### src/rtl/spi_master_burst.sv
// Full-duplex SPI master with run-time mode/bit order, configurable word length and
// multi-word bursts that keep one slave select asserted between words.
module spi_master_burst #(
  parameter int WORD_LENGTH      = 8,
  parameter int CLK_PER_HALF_BIT = 4,
  parameter int NUM_SLAVES       = 4,
  localparam int SSW = (NUM_SLAVES > 1) ? $clog2(NUM_SLAVES) : 1
) (
  input  logic                   clk,
  input  logic                   rst,
  input  logic                   cfg_cpol,
  input  logic                   cfg_cpha,
  input  logic                   cfg_lsb_first,
  input  logic [SSW-1:0]         cfg_ss_sel,
  input  logic                   tx_valid,
  output logic                   tx_ready,
  input  logic [WORD_LENGTH-1:0] tx_data,
  input  logic                   tx_last,
  output logic                   rx_valid,
  output logic [WORD_LENGTH-1:0] rx_data,
  output logic                   busy,
  output logic                   sclk,
  output logic                   mosi,
  output logic [NUM_SLAVES-1:0]  ss_n,
  input  logic                   miso
);

  localparam int CNT_W  = $clog2(CLK_PER_HALF_BIT);
  localparam int EDGE_W = $clog2(2 * WORD_LENGTH + 1);

  localparam logic [2:0] ST_IDLE  = 3'd0;
  localparam logic [2:0] ST_SETUP = 3'd1;
  localparam logic [2:0] ST_SHIFT = 3'd2;
  localparam logic [2:0] ST_WAIT  = 3'd3;
  localparam logic [2:0] ST_HOLD  = 3'd4;
  localparam logic [2:0] ST_GAP   = 3'd5;

  function automatic logic [WORD_LENGTH-1:0] bit_reverse(input logic [WORD_LENGTH-1:0] w);
    for (int i = 0; i < WORD_LENGTH; i++) begin
      bit_reverse[i] = w[WORD_LENGTH-1-i];
    end
  endfunction

  logic [2:0]             state_r;
  logic [2:0]             state_nxt_s;
  logic [CNT_W-1:0]       cnt_r;
  logic [EDGE_W-1:0]      edges_r;
  logic [WORD_LENGTH-1:0] tx_shift_r;
  logic [WORD_LENGTH-1:0] rx_shift_r;
  logic [WORD_LENGTH-1:0] rx_data_r;
  logic                   rx_valid_r;
  logic                   tx_ready_r;
  logic                   busy_r;
  logic                   sclk_r;
  logic                   mosi_r;
  logic [NUM_SLAVES-1:0]  ss_n_r;
  logic                   cpol_r;
  logic                   cpha_r;
  logic                   lsb_r;
  logic [SSW-1:0]         sel_r;
  logic                   last_r;

  logic                   accept_s;
  logic                   first_s;
  logic                   cnt_wrap_s;
  logic                   cpha_eff_s;
  logic                   lsb_eff_s;
  logic [SSW-1:0]         sel_nxt_s;
  logic [WORD_LENGTH-1:0] data_ord_s;
  logic                   lead_s;
  logic                   final_s;
  logic                   edge_s;
  logic                   sample_s;
  logic                   drive_s;
  logic                   ss_active_s;
  logic [NUM_SLAVES-1:0]  ss_n_nxt_s;

  // Next-state, edge scheduling and slave-select decode
  always_comb begin
    accept_s   = tx_valid & tx_ready_r;
    first_s    = (state_r == ST_IDLE);
    cnt_wrap_s = (cnt_r == CNT_W'(CLK_PER_HALF_BIT - 1));
    cpha_eff_s = first_s ? cfg_cpha : cpha_r;
    lsb_eff_s  = first_s ? cfg_lsb_first : lsb_r;
    sel_nxt_s  = (accept_s && first_s) ? cfg_ss_sel : sel_r;
    data_ord_s = lsb_eff_s ? bit_reverse(tx_data) : tx_data;
    // Edge numbering is odd for leading edges; edges_r counts down from an even total.
    lead_s     = ~edges_r[0];
    final_s    = (edges_r == EDGE_W'(1));
    edge_s     = ((state_r == ST_SETUP) && cnt_wrap_s) ||
                 ((state_r == ST_SHIFT) && (edges_r != EDGE_W'(0)) && cnt_wrap_s);
    sample_s   = lead_s ^ cpha_r;
    drive_s    = ~sample_s & ~final_s;

    state_nxt_s = state_r;
    case (state_r)
      ST_IDLE: begin
        if (accept_s) state_nxt_s = ST_SETUP;
        else          state_nxt_s = ST_IDLE;
      end
      ST_SETUP: begin
        if (cnt_wrap_s) state_nxt_s = ST_SHIFT;
        else            state_nxt_s = ST_SETUP;
      end
      ST_SHIFT: begin
        if (edges_r == EDGE_W'(0)) state_nxt_s = last_r ? ST_HOLD : ST_WAIT;
        else                       state_nxt_s = ST_SHIFT;
      end
      ST_WAIT: begin
        if (accept_s) state_nxt_s = ST_SETUP;
        else          state_nxt_s = ST_WAIT;
      end
      ST_HOLD: begin
        if (cnt_wrap_s) state_nxt_s = ST_GAP;
        else            state_nxt_s = ST_HOLD;
      end
      ST_GAP: begin
        if (cnt_wrap_s) state_nxt_s = ST_IDLE;
        else            state_nxt_s = ST_GAP;
      end
      default: state_nxt_s = ST_IDLE;
    endcase

    ss_active_s = (state_nxt_s == ST_SETUP) || (state_nxt_s == ST_SHIFT) ||
                  (state_nxt_s == ST_WAIT)  || (state_nxt_s == ST_HOLD);
    for (int i = 0; i < NUM_SLAVES; i++) begin
      ss_n_nxt_s[i] = ~(ss_active_s && (sel_nxt_s == SSW'(i)));
    end
  end

  // Sequencer, shift registers and registered SPI/handshake outputs
  always_ff @(posedge clk or posedge rst) begin
    if (rst) begin
      state_r    <= ST_IDLE;
      cnt_r      <= '0;
      edges_r    <= '0;
      tx_shift_r <= '0;
      rx_shift_r <= '0;
      rx_data_r  <= '0;
      rx_valid_r <= 1'b0;
      tx_ready_r <= 1'b0;
      busy_r     <= 1'b0;
      sclk_r     <= 1'b0;
      mosi_r     <= 1'b0;
      ss_n_r     <= '1;
      cpol_r     <= 1'b0;
      cpha_r     <= 1'b0;
      lsb_r      <= 1'b0;
      sel_r      <= '0;
      last_r     <= 1'b0;
    end else begin
      state_r    <= state_nxt_s;
      tx_ready_r <= (state_nxt_s == ST_IDLE) || (state_nxt_s == ST_WAIT);
      busy_r     <= (state_nxt_s != ST_IDLE);
      ss_n_r     <= ss_n_nxt_s;
      rx_valid_r <= 1'b0;

      if ((state_nxt_s != state_r) || cnt_wrap_s) cnt_r <= '0;
      else                                         cnt_r <= cnt_r + CNT_W'(1);

      if (state_r == ST_IDLE) sclk_r <= cfg_cpol;
      else if (edge_s)        sclk_r <= ~sclk_r;

      if (accept_s) begin
        last_r     <= tx_last;
        edges_r    <= EDGE_W'(2 * WORD_LENGTH);
        rx_shift_r <= '0;
        if (first_s) begin
          cpol_r <= cfg_cpol;
          cpha_r <= cfg_cpha;
          lsb_r  <= cfg_lsb_first;
          sel_r  <= cfg_ss_sel;
        end
        // CPHA=0 slaves sample on the first edge, so the first bit must already be out.
        if (!cpha_eff_s) begin
          mosi_r     <= data_ord_s[WORD_LENGTH-1];
          tx_shift_r <= data_ord_s << 1;
        end else begin
          tx_shift_r <= data_ord_s;
        end
      end else if (edge_s) begin
        edges_r <= edges_r - EDGE_W'(1);
        if (sample_s) begin
          if (lsb_r) rx_shift_r <= {miso, rx_shift_r[WORD_LENGTH-1:1]};
          else       rx_shift_r <= {rx_shift_r[WORD_LENGTH-2:0], miso};
        end
        if (drive_s) begin
          mosi_r     <= tx_shift_r[WORD_LENGTH-1];
          tx_shift_r <= tx_shift_r << 1;
        end
      end

      if ((state_r == ST_SHIFT) && (edges_r == EDGE_W'(0))) begin
        rx_valid_r <= 1'b1;
        rx_data_r  <= rx_shift_r;
      end
    end
  end

  assign tx_ready = tx_ready_r;
  assign rx_valid = rx_valid_r;
  assign rx_data  = rx_data_r;
  assign busy     = busy_r;
  assign sclk     = sclk_r;
  assign mosi     = mosi_r;
  assign ss_n     = ss_n_r;

endmodule

### config.mk
export PLATFORM = sky130hd
export DESIGN_NAME = spi_master_burst
export DESIGN_NICKNAME = d
export VERILOG_FILES = /design/src/rtl/spi_master_burst.sv
export SDC_FILE = /design/constraint.sdc
export NUM_CORES = 1
export LEC_CHECK = 0
export ABC_AREA = 1
export CAP_MARGIN = 20
export CORE_MARGIN = 2
export CORE_UTILIZATION = 59
export DETAILED_ROUTE_END_ITERATION = 6
export PLACE_DENSITY_LB_ADDON = 0.2
export SLEW_MARGIN = 15
export SYNTH_ARGS = -nofsm -noshare
export SYNTH_HDL_FRONTEND = slang
export SYNTH_SLANG_ARGS = --single-unit
### constraint.sdc
create_clock -name clk -period 2.5 [get_ports clk]
set_input_delay 0.5 -clock clk [delete_from_list [all_inputs] [get_ports clk]]
set_output_delay 0.5 -clock clk [all_outputs]
set_load 0.05 [all_outputs]
==> summary.md <==
| Metric | Value |
|---|---|
| Status | complete, no violations |
| I/O Pins | 35 |
| Final Critical Period | 2110 ps |
| Worst slew pin tran | 501 ps |
| Final Max Slew Viols | 0 |
| Vias | 2164 |
| Total track usage | 22.3% |
| RR Startpoint | edges_r[0] |
| CTS clk-pin slew, worst paths | 80 ps |
| Number of max-cap violations | 0 |
| Endpoint class of the critical path | output pin |
| Synth Cell Area | around 2500 um^2 |
| Setup tns final | 0 ps |
| Worst Setup EP | ss_n[1] |
| Vias in the first global route | 1936 |
| Pwr/cell area | 1260 nW/um^2 |
| Max FO, Critical Path | 1 |
| CP Launch Type | flip-flop |
| Cell count along the critical path | 1 |
| Clk buf depth | 2 |
| CTS Hold Bufs | 0 |
| Post-CTS Setup Inserts | 0 |
| CTS tree | done |
| Hpwl dp | 3690 um |
| Critical path type | reg2out |
| CTS buffer count | 5 |
| Slowest library cell on the worst path | clkdlybuf4s50_1 |
| Max VDD drop | 0.000665 V |
| Die Span Y | 69.5 um |
| Yosys reg bits | 48 |
| R2R Setup Slk | 580 ps |
| H-tree levels | 2 |
| Antenna viol nets, final | 0 |
| Grt ovf | 0 |
| Endpoints failing hold | 0 |
| Number of antenna violations at the first check in global routing | 0 |
| Worst Path Buf+Inv | 1 |
| GP Congestion | 0.829 |
| Die Span X | 69.5 um |
| Synth warnings | 0 |
| Max Clock Skew | between 2 and 2.5 ps |
| Post-synth cell types | 33 |
| Leakage power | approximately 1.5 nW |
| Site Rows | 23 |
| Vias per std cell | 5.27 |
| Skew-Pair Late Insertion Delay | 290 ps |
| DRT Pass-1 Iters | 4 |
| Buffers on Ports | 34 |
| CP max stage delay | 790 ps |
| Period utilization | about 84% |
| Clock sink total | 48 |
| Post-route DRC | 0 |
| Async set-reset flop share out of synthesis | 100% |
| Routed wire length | 4990 um |
| Fmax | 474 MHz |
| Data arrival, critical path | 1610 ps |
| Max transition margin | 66.5% |
| FILL cells | between 300 and 400 |
| CP top delay family | buffers and inverters |
| CORE AREA | 4060 um^2 |
| RSZ-0062 raised after global routing | false |
| Synthesized instance count | 324 |
| Largest net degree at the start of global routing | 28 |
| Seq/Total Area, Yosys | 47.6% |
| Initial Util | between 60% and 70% |
| Syn Nets | 346 |
| Worst r2r path cells | 9 |
| CP startpoint | ss_n[1] |
| Hold Path Class | reg2reg |
| WP data required | 2000 ps |
| Nets@finish | approximately 380 |
| First-pass GRT wire length | 8680 um |
| Synth Area per Inst | 7.82 um^2 |
| Synthesis-to-finish area growth | 19.5% |
| Iter 0 DRT Violations | 200 |
| # diodes | 0 |
| Storage cell area | between 1000 and 1500 um^2 |
| Post_cts resized | 0 |
| Reg-to-Reg End | tx_shift_r[1] |
| Post-synth EDFFs | 0 |
| Multi-input combinational cell area | roughly 1100 um^2 |
| Tot Pwr | 3.81 mW |
| DIE AREA | 4830 um^2 |
| Top FF cell, synth | dfrtp_1 |
| Final setup violation count | 0 |
| CTS root buf | clkbuf_8 |
| Share of cells above drive strength 1 | a little under an eighth |
| WL/cell | 12.1 um |
| Crit path cell chain | clkdlybuf4s50_1 |
-- placed cells by master (no fill, tap or decap), types with 2 or more instances in the layout --
master           instances
nand2_2                  5
o21ai_0                 12
or2_1                    2
nor2_2                   5
nor2_1                  18
buf_4                    2
nand2_1                113
o21ai_2                  2
ha_1                     4
nor2_4                   2
a21oi_1                  7
nand3_2                  4
inv_2                    5
o21ai_1                 16
inv_1                   29
clkdlybuf4s50_1         34
dfrtp_1                 44
dfstp_2                  4
nand4_1                  5
clkbuf_8                 5
nand2_4                  3
nand3_1                 26
-- power breakdown --
group          internal (mW)  switching [mW]  total [mW]
Sequential              1.09           0.211        1.30
Clock                  0.297           0.245       0.542
Combinational          0.662            1.30        1.96
-- layout make-up --
type,instances,share of cell area [%]
Sequential cell,48,39.9
Timing Repair Buffer,37,12.4
Tap cell,50,2.07
Clock inverter,2,1.16
Inverter,34,4.22
Clock buffer,6,2.40
Multi-Input combinational cell,234,37.9
-- cell usage after synthesis, types with 2 or more instances --
| library cell | n | area, um^2 |
|---|---|---|
| o21ai_1 | 16 | 80.1 |
| nor2_4 | 2 | 22.5 |
| dfrtp_1 | 44 | 1100 |
| clkbuf_1 | 2 | 7.51 |
| inv_2 | 4 | 15.0 |
| a21oi_1 | 7 | 35.0 |
| nand3_2 | 4 | 40.0 |
| dfstp_2 | 4 | 105 |
| nor2_2 | 5 | 31.3 |
| nand2_1 | 113 | 424 |
| buf_2 | 3 | 15.0 |
| nand3_1 | 26 | 130 |
| nor2_1 | 18 | 67.6 |
| buf_6 | 2 | 22.5 |
| ha_1 | 4 | 50.1 |
| o21ai_0 | 12 | 60.1 |
| inv_1 | 30 | 113 |
| nand4_1 | 5 | 31.3 |
| o21ai_2 | 2 | 17.5 |
| nand2_4 | 3 | 33.8 |
| or2_1 | 2 | 12.5 |
| nand2_2 | 5 | 31.3 |
-- cells by family (layout without fill, tap and decap cells) --
logic type,count (synthesis),count (layout),share of synthesized area (%)
AOI/OAI and AO/OA,44,44,9.73
xor gates and xnor gates,1,1,0.346
adders and majority gates,4,4,1.98
buffers and inverters,42,79,7.11
DFF,48,48,47.6
and+or+nand+nor,185,185,33.2
-- through the flow --
stage / hold slack [ps] / setup slack, ps / area (um^2) / cells / util, %
3_5_place_dp: 440 / 334 / 2920 / 403 / 71.9
2_1_floorplan: 408 / 842 / 2530 / 324 / -
5_1_grt: 463 / 343 / 3030 / 411 / 74.6
6_report: 441 / 392 / 3030 / 411 / 74.6
4_1_cts: 452 / 372 / 3030 / 411 / 74.6
3_3_place_gp: 419 / 431 / 2920 / 403 / 71.9
-- state kept, by name (all words and copies together) (netlist names), 2 cells and up --
signal / count
sel_r: 2
rx_data: 8
tx_shift_r: 8
cnt_r: 2
ss_n: 4
edges_r: 5
rx_shift_r: 8
state_r: 3
-- layer usage --
| layer | track usage, % | wire length (um) | up-vias |
|---|---|---|---|
| li1 | - | - | 1110 |
| met1 | 30.8 | 2380 | 1004 |
| met2 | 34.4 | 2330 | 43 |
| met3 | 5.09 | 213 | 7 |
| met4 | 8.50 | 72 | 0 |
| met5 | 0 | 0 | - |
-- how the worst min path moves through the flow --
stage,start,end,slack [ps],depth (start not counted)
3_3_place_gp,cnt_r[0],cnt_r[0],420,1
5_1_grt,cnt_r[0],cnt_r[0],460,1
4_1_cts,cnt_r[0],cnt_r[0],450,1
2_1_floorplan,cnt_r[0],cnt_r[0],410,1
6_report,cnt_r[0],cnt_r[0],440,1
3_5_place_dp,cnt_r[0],cnt_r[0],440,1
-- worst reg2reg max path, stage by stage (launching register included) --
cell	delay, ps
dfrtp_1	430
inv_1	140
ha_1	200
nand3_1	120
nand3_2	130
nand3_1	110
nand2_1	310
inv_1	210
nand2_1	130
nand2_1	50
(Power assumes the default switching activity.)
